`src/rtl/param_ram.sv`:
```
// param_ram: single-port byte-lane-writable RAM with a registered read port.
// After reset (or a clr request) the array is swept to zero one word per
// cycle; accesses arriving during the sweep are dropped and flagged on rej.
module param_ram #(
  parameter int DATA_W = 32,
  parameter int ADDR_W = 5
) (
  input  logic                  clk,
  input  logic                  reset_n,
  input  logic                  cen,
  input  logic                  wen,
  input  logic [DATA_W/8-1:0]   be,
  input  logic [ADDR_W-1:0]     addr,
  input  logic [DATA_W-1:0]     din,
  input  logic                  clr,
  output logic [DATA_W-1:0]     dout,
  output logic                  dout_valid,
  output logic                  ready,
  output logic                  rej
);

  localparam int unsigned DEPTH = 2 ** ADDR_W;
  localparam int unsigned BE_W  = DATA_W / 8;

  typedef enum logic {
    INIT = 1'b0,
    RUN  = 1'b1
  } state_t;

  state_t              state;
  logic [ADDR_W-1:0]   ptr;
  logic [DATA_W-1:0]   mem [DEPTH];

  // Control FSM: clear sweep sequencing, registered read data and status flags
  always_ff @(posedge clk or negedge reset_n) begin
    if (!reset_n) begin
      state      <= INIT;
      ptr        <= '0;
      dout       <= '0;
      dout_valid <= 1'b0;
      ready      <= 1'b0;
      rej        <= 1'b0;
    end else begin
      dout       <= '0;
      dout_valid <= 1'b0;
      rej        <= 1'b0;
      case (state)
        INIT: begin
          // clr is ignored here; the sweep always runs its full length
          rej <= cen;
          ptr <= ptr + 1'b1;
          if (ptr == '1) begin
            state <= RUN;
            ready <= 1'b1;
          end
        end
        RUN: begin
          if (cen && !wen) begin
            dout       <= mem[addr];
            dout_valid <= 1'b1;
          end
          // the access presented alongside clr is still carried out
          if (clr) begin
            state <= INIT;
            ptr   <= '0;
            ready <= 1'b0;
          end
        end
      endcase
    end
  end

  // Storage: zero fill during the sweep, byte-lane masked writes when running
  always_ff @(posedge clk) begin
    if (state == INIT) begin
      mem[ptr] <= '0;
    end else if (cen && wen) begin
      for (int unsigned b = 0; b < BE_W; b++) begin
        if (be[b]) mem[addr][8*b +: 8] <= din[8*b +: 8];
      end
    end
  end

endmodule
```
`config.mk`:
```
export PLATFORM = sky130hd
export DESIGN_NAME = param_ram
export DESIGN_NICKNAME = d
export VERILOG_FILES = /design/src/rtl/param_ram.sv
export SDC_FILE = /design/constraint.sdc
export NUM_CORES = 1
export LEC_CHECK = 0
export CORE_UTILIZATION = 50
export CTS_CLUSTER_SIZE = 16
export DETAILED_ROUTE_END_ITERATION = 10
export GPL_TIMING_DRIVEN = 0
export PLACE_DENSITY = 0.63
export SYNTH_ARGS = -nofsm -noshare
export SYNTH_HDL_FRONTEND = slang
export SYNTH_SLANG_ARGS = --single-unit
```
`constraint.sdc`:
```
create_clock -name clk -period 3.3 [get_ports clk]
set_clock_uncertainty 0.1 [all_clocks]
set_input_delay 0.825 -clock clk [delete_from_list [all_inputs] [get_ports clk]]
set_output_delay 0.825 -clock clk [all_outputs]
set_load 0.03 [all_outputs]
```
==> results of run 1 <==
==> stage by stage <==
step,util (%),instance area (sq um)
floorplan,-,41400
global placement,53.0,43500
detailed placement,53.2,43600
CTS,57.8,47300
global route,58.2,47700
finish,58.2,47700
==> how the worst max path moves through the flow <==
stage                  from  cells past startpoint     endpoint
finish              addr[2]                      5  mem[10][25]
global route        addr[2]                      5  mem[10][27]
CTS                     cen                      6  mem[23][20]
detailed placement      cen                      6  mem[23][22]
global placement    addr[1]                      7  mem[24][20]
floorplan           addr[0]                      8    mem[0][0]
==> Yosys cell counts <==
cell type / n / share of area (%)
a221oi_1: 24 / 0.51
nor4_1: 3 / 0.045
nand3_1: 2 / 0.024
nand2b_1: 10 / 0.15
o2111ai_1: 8 / 0.17
o21ai_0: 8 / 0.097
xor2_1: 1 / 0.021
o21ai_1: 19 / 0.23
buf_6: 13 / 0.35
nor3_1: 12 / 0.15
and3_1: 1 / 0.015
nor2_1: 155 / 1.4
a22oi_1: 32 / 0.58
ha_1: 2 / 0.061
clkbuf_1: 50 / 0.45
a31oi_1: 32 / 0.48
o22ai_1: 4 / 0.061
buf_8: 3 / 0.11
buf_2: 34 / 0.41
nand2_1: 24 / 0.22
buf_12: 2 / 0.097
a221o_1: 32 / 0.77
dfrtp_1: 41 / 2.5
nand3b_1: 1 / 0.018
buf_4: 15 / 0.27
and2_1: 33 / 0.50
buf_1: 2 / 0.018
edfxtp_1: 1024 / 74
mux2i_1: 145 / 3.5
nor2b_1: 5 / 0.076
a21oi_1: 8 / 0.097
inv_1: 5 / 0.045
mux4_2: 224 / 12
inv_2: 1 / 0.0091
==> critical path: cells and delay by family <==
family                 cells  cell delay (ns)
buffers and inverters      2             1.49
and+or+nand+nor            2             0.63
AOI/OAI and AO/OA          1             0.85
==> state kept, by name, summed over array words and instances (netlist names) <==
register,count
mem,1024
dout,32
ptr,5
dout_valid,1
ready,1
rej,1
state,1
==> cell type report <==
cell class              count  area share, %
plain buffers             119           1.51
clock buffers             146           6.19
clock inverters            54           1.23
inverters                   6         0.0472
multi-input cells         785           19.6
flip-flops and latches   1065           66.6
well taps                1070           2.80
repair buffers             93           2.08
==> kinds of logic after synthesis <==
family | Yosys count
compound gates | 167
xor+xnor | 1
fa+ha+maj | 2
buf+inv | 125
flops | 1065
mux | 369
simple gates | 246
==> repair_timing <==
action / in CTS / in global routing
gates resized for setup: 76 / 114
endpoints found under the setup margin: 1709 / 1740
buffers inserted: 0 / 6
==> cell usage in the layout, fill, tap and decap left out, types with 5 or more instances in the layout <==
master and count:
edfxtp_1 1024, mux4_2 224, mux2i_1 129, clkbuf_16 107, nor2_2 96, clkdlybuf4s50_1 76
clkbuf_1 71, nor2_1 57, dfrtp_1 41, buf_2 34, a22oi_1 32, a221o_1 32
a31oi_1 32, clkinv_2 26, a221oi_1 24, nand2_1 24, and2_4 24, buf_6 19
o21ai_1 19, buf_4 17, clkbuf_8 13, mux2i_4 12, nor3_1 12, bufinv_16 11
nand2b_1 10, clkinv_1 9, o2111ai_1 8, o21ai_0 8, and2_2 8, buf_12 7
buf_8 6, a21oi_1 6, nor2b_1 5, inv_1 5
==> power by group <==
| group | switching, mW | total, mW | leakage, nW | internal (mW) |
|---|---|---|---|---|
| clock network | 5.07 | 12.2 | 1.75 | 7.13 |
| registers | 0.259 | 16.4 | 10.4 | 16.2 |
| logic | 2.98 | 4.18 | 3.90 | 1.19 |
| total | 8.31 | 32.8 | 16.1 | 24.5 |
==> routing by layer <==
layer  up-vias  share of wire [%]  global-route usage [%]
li1       8612                  -                       -
met1     11100                 40                    35.4
met2       892                 49                    42.2
met3       189                8.4                    6.15
met4         0                2.8                    7.45
met5         -                  0                       0
==> metrics, run 1 <==
worst-case reg-to-reg path depth 6; Power Total about 33 mW; Vias/cell roughly 6.2; clock sinks around 1100; initial core utilization between 50% and 60%; power per cell area about 690 nW/um^2; Die ar. ~84000 sq um; post-synthesis adder-cell area fraction less than 1%; Slew Limit Fails 0; largest family of logic cells by synthesized area multiplexers; Final setup viols 513; share of cells above drive strength 1 between 20 and 30%; fill cell count 5995; # rows about 110; synthesized cell area slightly above 40000 sq um; final hold slack 0.0665 ns; P&R area growth vs syn 15.4%; GRT Util Overall 26.0%; CORE AREA roughly 80000 sq um; HPWL after DPL slightly above 70 mm; max_slew headroom 22.0%; vias in the first global route 21100; Largest stage delay, worst path between 0.8 and 0.9 ns; clock-pin slew on the worst setup and hold paths around 0.06 ns; outcome complete, but fails checks; Die X between 200 and 300 um; syn_nets 2023; failing checks negative setup slack; Iter 0 DRT Violations ~2100; Synth cell types 34; unrepaired setup endpoints after global routing true; Final Hold Vio Count 0; TritonRoute pass-1 iters 5; critical path peak fanout 10; post-synthesis mux area share 15.7%; Yosys Warn Count 0; cells along the critical path clkdlybuf4s50_1 > nor2_1 > a21oi_1 > clkbuf_1 > nor2_1; crit path launch type input pin; r2r setup slk -0.08 ns; Pleak between 15 and 20 nW; worst min-delay path class in2async; Critical Path AT roughly 3.8 ns; I/O Buffers 77; worst skew pair latency around 0.68 ns; Max Freq around 0.28 GHz; post-route ant nets 0; maximum VDD drop around 0.00050 V; cells after synthesis 1975; Period minus WS final 3.60 ns; CTS tree done; vias approximately 21000; max_cap viols 0; Worst R2R End mem[10][25]; Setup TNS Final -49.42 ns; most used cell, CP nor2_1; routed length per instance 32.1 um; WS Path Type in2reg; RD Place Congestion 0.879; Clock Path Buffers 3; Total Wirelength between 100 and 150 mm; placed cells roughly 3100; Worst Slack Setup Final -0.297 ns; CP required between 3 and 4 ns; Seq/Total Area, Yosys about three quarters; crit end category register; top-level I/O count 81; Num CTS Buffers about 110; first-pass GRT wire length 151 mm; largest net degree at the start of global routing 33; Non-Filler Instances 3338; DP Worst Slack -1.40 ns; register area about 32000 sq um; Slew @ Worst Pin about 1.2 ns; Root Driver clkbuf_16; area of the multi-input gates just over 9000 sq um; fraction of the mapped netlist area in compound gates roughly 3.0%; Reg2Reg Launch Point state; Nets 2223; crit share post-route 109%; synthesized area per cell about 21 sq um; Hold Buf Count CTS 0; Crit-path slowest cell a21oi_1; initial antenna violation count 1; DRC Markers 0; H-tree depth 3; grt total ovfl 0; register bit total from synthesis 1065; Post-Synth XOR/XNOR Area less than 1%; ant diodes 0; simple logic cell fraction of the synthesized area approximately 2.6%; Die H ~290 um
Note: power is estimated with default switching activity, not from simulation.
==> run 2, diff against run 1 <==
- CTS_BUF_LIST: not set -> sky130_fd_sc_hd__clkbuf_8
- PLACE_DENSITY: 0.63 -> 0.66
- REMOVE_ABC_BUFFERS: not set -> 1
- clock period: 3.3 -> 3.2 ns (I/O delays scaled with it)
==> metrics, run 2 (same netlist as run 1, synthesis figures left out) <==
top-level I/O count 81 (unchanged); Total Wirelength 90.7 mm (-15%); most used cell, CP buf_12; crit path launch type input pin; grt total ovfl 0 (unchanged); WS Path Type in2reg; Iter 0 DRT Violations 1921 (-8.0%); cells along the critical path clkdlybuf4s50_1 > nor4_2 > nor2_4 > buf_12 > buf_12 > mux2i_4 > nor2_1; clock sinks 1065 (unchanged); crit share post-route between 90% and 100%; Setup TNS Final 0 ns (+49.42 ns); ant diodes 0 (unchanged); worst path bufs/invs 3 (+1); Reg with most FFs mem; Logic pwr share 12.8% (about the same); P&R area growth vs syn 13.7%; Root Driver clkbuf_8; max_slew headroom 24.7% (+2.7 points); Nets 2187 (-1.6%); worst skew pair latency 0.79 ns (+0.11 ns); Period minus WS final approximately 3.2 ns; family with the most delay on the worst path simple AND/OR/NAND/NOR gates; CORE AREA 82000 sq um (unchanged); Clock Path Buffers 3 (unchanged); initial antenna violation count 2 (+1); Worst R2R End mem[24][17]; Final Hold Vio Count 0 (unchanged); CTS tree done; RD Place Congestion 0.755 (-14%); Slew @ Worst Pin 1.13 ns (-0.0406 ns); Critical Path AT 3.48 ns (-0.34 ns); maximum VDD drop 0.000370 V (-26%); power per cell area 670 nW/um^2 (-2.5%); GRT Util Overall 22.3% (-3.7 points); largest registers mem (1024), dout (32), ptr (5); first-pass GRT wire length 133 mm (-12%); CP startpoint be[0]; Num CTS Buffers 167 (+59%); initial core utilization 50.4% (unchanged); switching portion of total power 26.1% (+0.80 points); Die X 290 um (unchanged); most common cell after layout, fill and taps aside edfxtp_1; I/O Buffers 80 (+3.9%); worst min-delay path class in2async; Psw 8.23 mW (-0.97%); largest net degree at the start of global routing 108 (+230%); worst-case reg-to-reg path depth 4 (-2); HPWL after DPL 53.4 mm (-25%); max reg flops 1024 (unchanged); clock-pin slew on the worst setup and hold paths 0.06 ns (about the same); Vias/cell 5.96 (-4.6%); Slew Limit Fails 0 (unchanged); Clock power frac 33.2% (-4.0 points); most frequent cells in the layout edfxtp_1 (1024), mux4_2 (224), clkbuf_8 (178); share of cells above drive strength 1 27.6% (about the same); Worst Slack Setup Final 0.0444 ns (+0.342 ns); final hold slack 0.425 ns (+0.359 ns); Pleak 15.9 nW (-1.1%); DRC Markers 0 (unchanged); CP required 3.52 ns (about the same); Final setup viols 0 (-100%); post-route ant nets 0 (unchanged); crit end category register; Seq pwr share 54.1% (+4.0 points); Max Freq around 0.32 GHz; vias in the first global route 20700 (-1.8%); DP Worst Slack -1.58 ns (-0.184 ns); critical path depth 7 (+2); Die H 290 um (unchanged); Largest stage delay, worst path 0.70 ns (-0.15 ns); end point of the critical path mem[26][5]; max_cap viols 0 (unchanged); r2r setup slk 0.09 ns (+0.17 ns); Reg2Reg Launch Point state; Crit-path slowest cell nor2_1; # rows 105 (unchanged); Pint 23.3 mW (-5.0%); vias 19900 (-4.5%); routed length per instance 27.2 um (-15%); H-tree depth 4 (+1); TritonRoute pass-1 iters 5 (unchanged); Die ar. 83900 sq um (unchanged); outcome completed; critical path peak fanout 28 (+18)
[run 2: cell count changes in the layout (fill, tap and decap cells not counted), moves of 11 or more]
cell | before | now
clkbuf_1 | 71 | 0
buf_4 | 17 | 4
buf_16 | 0 | 13
buf_6 | 19 | 5
inv_1 | 5 | 67
clkinv_1 | 9 | 32
buf_2 | 34 | 3
clkinv_2 | 26 | 15
and2_2 | 8 | 28
clkbuf_8 | 13 | 178
and2_4 | 24 | 0
clkbuf_16 | 107 | 0
[run 2: repair_timing]
action / CTS / global route
buffers inserted: 5 / 0
endpoints found under the setup margin: 2049 / 1083
hold buffers: 1 / 0
resized for setup: 99 / 55
endpoints found under the hold margin: 13 / 0
pin swaps: 2 / 0
cloned: 1 / 0
[run 2: cell type report]
| cell class | count | area, sq um |
|---|---|---|
| Clock buffer | 178 | 2450 |
| Timing Repair Buffer | 113 | 1420 |
| Tap cell | 1070 | 1340 |
| Sequential cell | 1065 | 31800 |
| Fill cell | 6049 | 35000 |
| Clock inverter | 122 | 598 |
| Inverter | 6 | 27.5 |
| Multi-Input combinational cell | 786 | 9390 |
[run 2: worst min path at each step]
stage                  from  endpoint  slack [ns]
floorplan           reset_n   dout[0]        0.40
global placement     ptr[2]    ptr[2]        0.54
detailed placement   ptr[2]    ptr[2]        0.53
CTS                 addr[4]   dout[7]        0.37
global route        addr[4]   dout[7]        0.41
finish              reset_n   dout[4]        0.43
[run 2: per-stage QoR]
stage               total power, mW  utilization [%]  cell area [sq um]  cells
floorplan                      19.2                -              40600   1856
global placement               21.3             52.2              42800   3006
detailed placement             21.0             53.0              43400   3032
CTS                            31.5             57.1              46800   3339
global route                   32.5             57.3              47000   3340
finish                         31.5             57.3              47000   3340
[run 2: routing by layer]
layer	global-route usage, %	up-vias	wire, um
met1	30.3	10500	36300
li1	-	8541	-
met3	5.82	130	7660
met2	35.2	760	44600
met5	0	-	23
met4	7.91	4	2160
[run 2: power by group through the flow]
| stage | clock network [mW] | registers, mW | logic [mW] |
|---|---|---|---|
| 3_3_place_gp | 0 | 17.2 | 4.01 |
| 6_report | 10.4 | 17.0 | 4.02 |
| 4_1_cts | 10.6 | 17.0 | 3.88 |
| 2_1_floorplan | 0 | 17.2 | 1.98 |
| 3_5_place_dp | 0 | 17.3 | 3.70 |
| 5_1_grt | 11.2 | 17.1 | 4.23 |
==> run 3, diff against run 2 <==
- CORE_MARGIN: not set -> 5
==> metrics, run 3 (same netlist as run 1, synthesis figures left out) <==
I/O Buffers 80 (unchanged); Power Total 31.9 mW (+1.4%); first-pass GRT wire length 136 mm (+2.2%); most used cell, CP buf_12; most frequent cells in the layout edfxtp_1 (1024), mux4_2 (224), clkbuf_8 (173); worst path bufs/invs 3 (unchanged); max reg flops 1024 (unchanged); Non-Filler Instances 3343 (+0.090%); Reg2Reg Launch Point state; family with the most delay on the worst path simple AND/OR/NAND/NOR gates; worst min-delay path class in2async; GRT Util Overall 20.8% (-1.5 points); utilization after layout 57.4% (+0.096 points); TritonRoute pass-1 iters 6 (+1); Reg with most FFs mem; grt total ovfl 0 (unchanged); Final setup viols 31 (+31); clock-pin slew on the worst setup and hold paths 0.06 ns (about the same); largest net degree at the start of global routing 101 (-6.5%); WS Path Type in2reg; HPWL after DPL 53.9 mm (+0.96%); routed wl met2 45.0 mm (+0.87%); outcome complete, but fails checks; CP required 3.51 ns (about the same); top-level I/O count 81 (unchanged); share of cells above drive strength 1 27.6% (about the same); highest routed layer met5; crit path launch type input pin; vias 20100 (+1.0%); Die H 298 um (+2.8%); placed cells 3030 (-0.066%); vias in the first global route 20700 (+0.20%); routed length per instance 27.7 um (+1.9%); Worst Slack Setup Final -0.0352 ns (-0.0796 ns); max_slew headroom 2.90% (-22 points); maximum VDD drop 0.000465 V (+26%); Period minus WS final 3.24 ns (+0.0796 ns); power per cell area 677 nW/um^2 (+1.0%); Crit-path slowest cell nor2_1; CORE AREA 82100 sq um (+0.16%); fin area 47200 sq um (+0.33%); routed wl met3 7.64 mm (-0.31%); Largest stage delay, worst path 0.69 ns (about the same); initial core utilization 50.4% (-0.081 points); Slew @ Worst Pin 1.46 ns (+0.327 ns); H-tree depth 4 (unchanged); Final Hold Vio Count 0 (unchanged); worst-case reg-to-reg path depth 5 (+1); worst skew pair latency 0.79 ns (about the same); Nets 2189 (+0.091%); Critical Path AT 3.55 ns (+0.07 ns); Pleak 15.9 nW (+0.16%); Worst R2R End mem[26][31]; crit share post-route 101% (+2.5 points); crit end category register; clock sinks 1065 (unchanged); failing checks negative setup slack; r2r setup slk 0.21 ns (+0.12 ns); critical path peak fanout 27 (-3.6%); Max Freq 0.309 GHz (-2.5%); Clock Path Buffers 3 (unchanged); Root Driver clkbuf_8; Iter 0 DRT Violations 1761 (-8.3%); RD Place Congestion 0.766 (+1.3%); met1 WL 37.8 mm (+4.1%); Slew Limit Fails 0 (unchanged); CTS tree done; Total Wirelength 92.6 mm (+2.0%); max_cap viols 0 (unchanged); Die X 298 um (+2.8%); CP startpoint be[0]; Num CTS Buffers 169 (+1.2%); most common cell after layout, fill and taps aside edfxtp_1; # rows 105 (unchanged); cells along the critical path clkdlybuf4s50_1 > nor4_4 > nor2_4 > buf_12 > buf_12 > mux2i_4 > nor2_1; Cell Area, Placed 43300 sq um (-0.14%); largest registers mem (1024), dout (32), ptr (5); DRC Markers 0 (unchanged); unrepaired setup endpoints after global routing true; Die ar. 88600 sq um (+5.6%); post-route ant nets 0 (unchanged); Vias/cell 6.01 (+0.91%); P&R area growth vs syn 14.0%; initial antenna violation count 4 (+2)
[run 3: routing by layer]
| metal | up-vias | global-route usage, % |
|---|---|---|
| li1 | 8565 | - |
| met3 | 142 | 4.66 |
| met2 | 807 | 32.9 |
| met4 | 2 | 6.24 |
| met5 | - | 0 |
| met1 | 10600 | 29.5 |
[run 3: worst max path at each step]
| stage | endpoint | cells past startpoint |
|---|---|---|
| final | mem[11][17] | 7 |
| after global routing | mem[1][12] | 6 |
| after CTS | mem[4][2] | 6 |
| after detailed placement | mem[15][16] | 6 |
| after global placement | mem[13][29] | 5 |
| after floorplan | mem[25][0] | 4 |
[run 3: through the flow]
step	TNS [ns]	setup slack, ns	hold WS [ns]
2_1_floorplan	-1242.57	-0.836	0.404
3_3_place_gp	-	-18.18	0.494
3_5_place_dp	-2112.64	-1.80	0.492
4_1_cts	-218.56	-0.269	0.332
5_1_grt	-0.635	-0.0404	0.391
6_report	-0.334	-0.0352	0.392
[run 3: where the power goes]
part	leakage [nW]	switching (mW)	internal, mW
clock network	1.79	5.22	5.55
logic	3.71	2.85	1.28
registers	10.4	0.342	16.7
[run 3: cell type report]
class / count / area (sq um)
Tap cell: 1070 / 1340
Multi-Input combinational cell: 786 / 9450
Sequential cell: 1065 / 31800
Timing Repair Buffer: 113 / 1430
Clock inverter: 129 / 749
Antenna cell: 1 / 2.50
Clock buffer: 173 / 2380
Fill cell: 5963 / 35000
Inverter: 6 / 27.5
[run 3: worst register-to-register path, cell delays in order (launching register included)]
cell and delay [ns]:
dfrtp_2 0.58, nand3_2 0.34, nor2_4 0.22, buf_12 0.15, buf_12 0.23, and2_1 1.00
[run 3: what timing repair did]
action / in CTS / in global routing
gates resized for setup: 103 / 51
endpoints found under the hold margin: 12 / 0
endpoints found under the setup margin: 2058 / 2066
cloned: 1 / 1
hold buffers: 1 / 0
buffers inserted: 3 / 4
pin swaps: 1 / 1
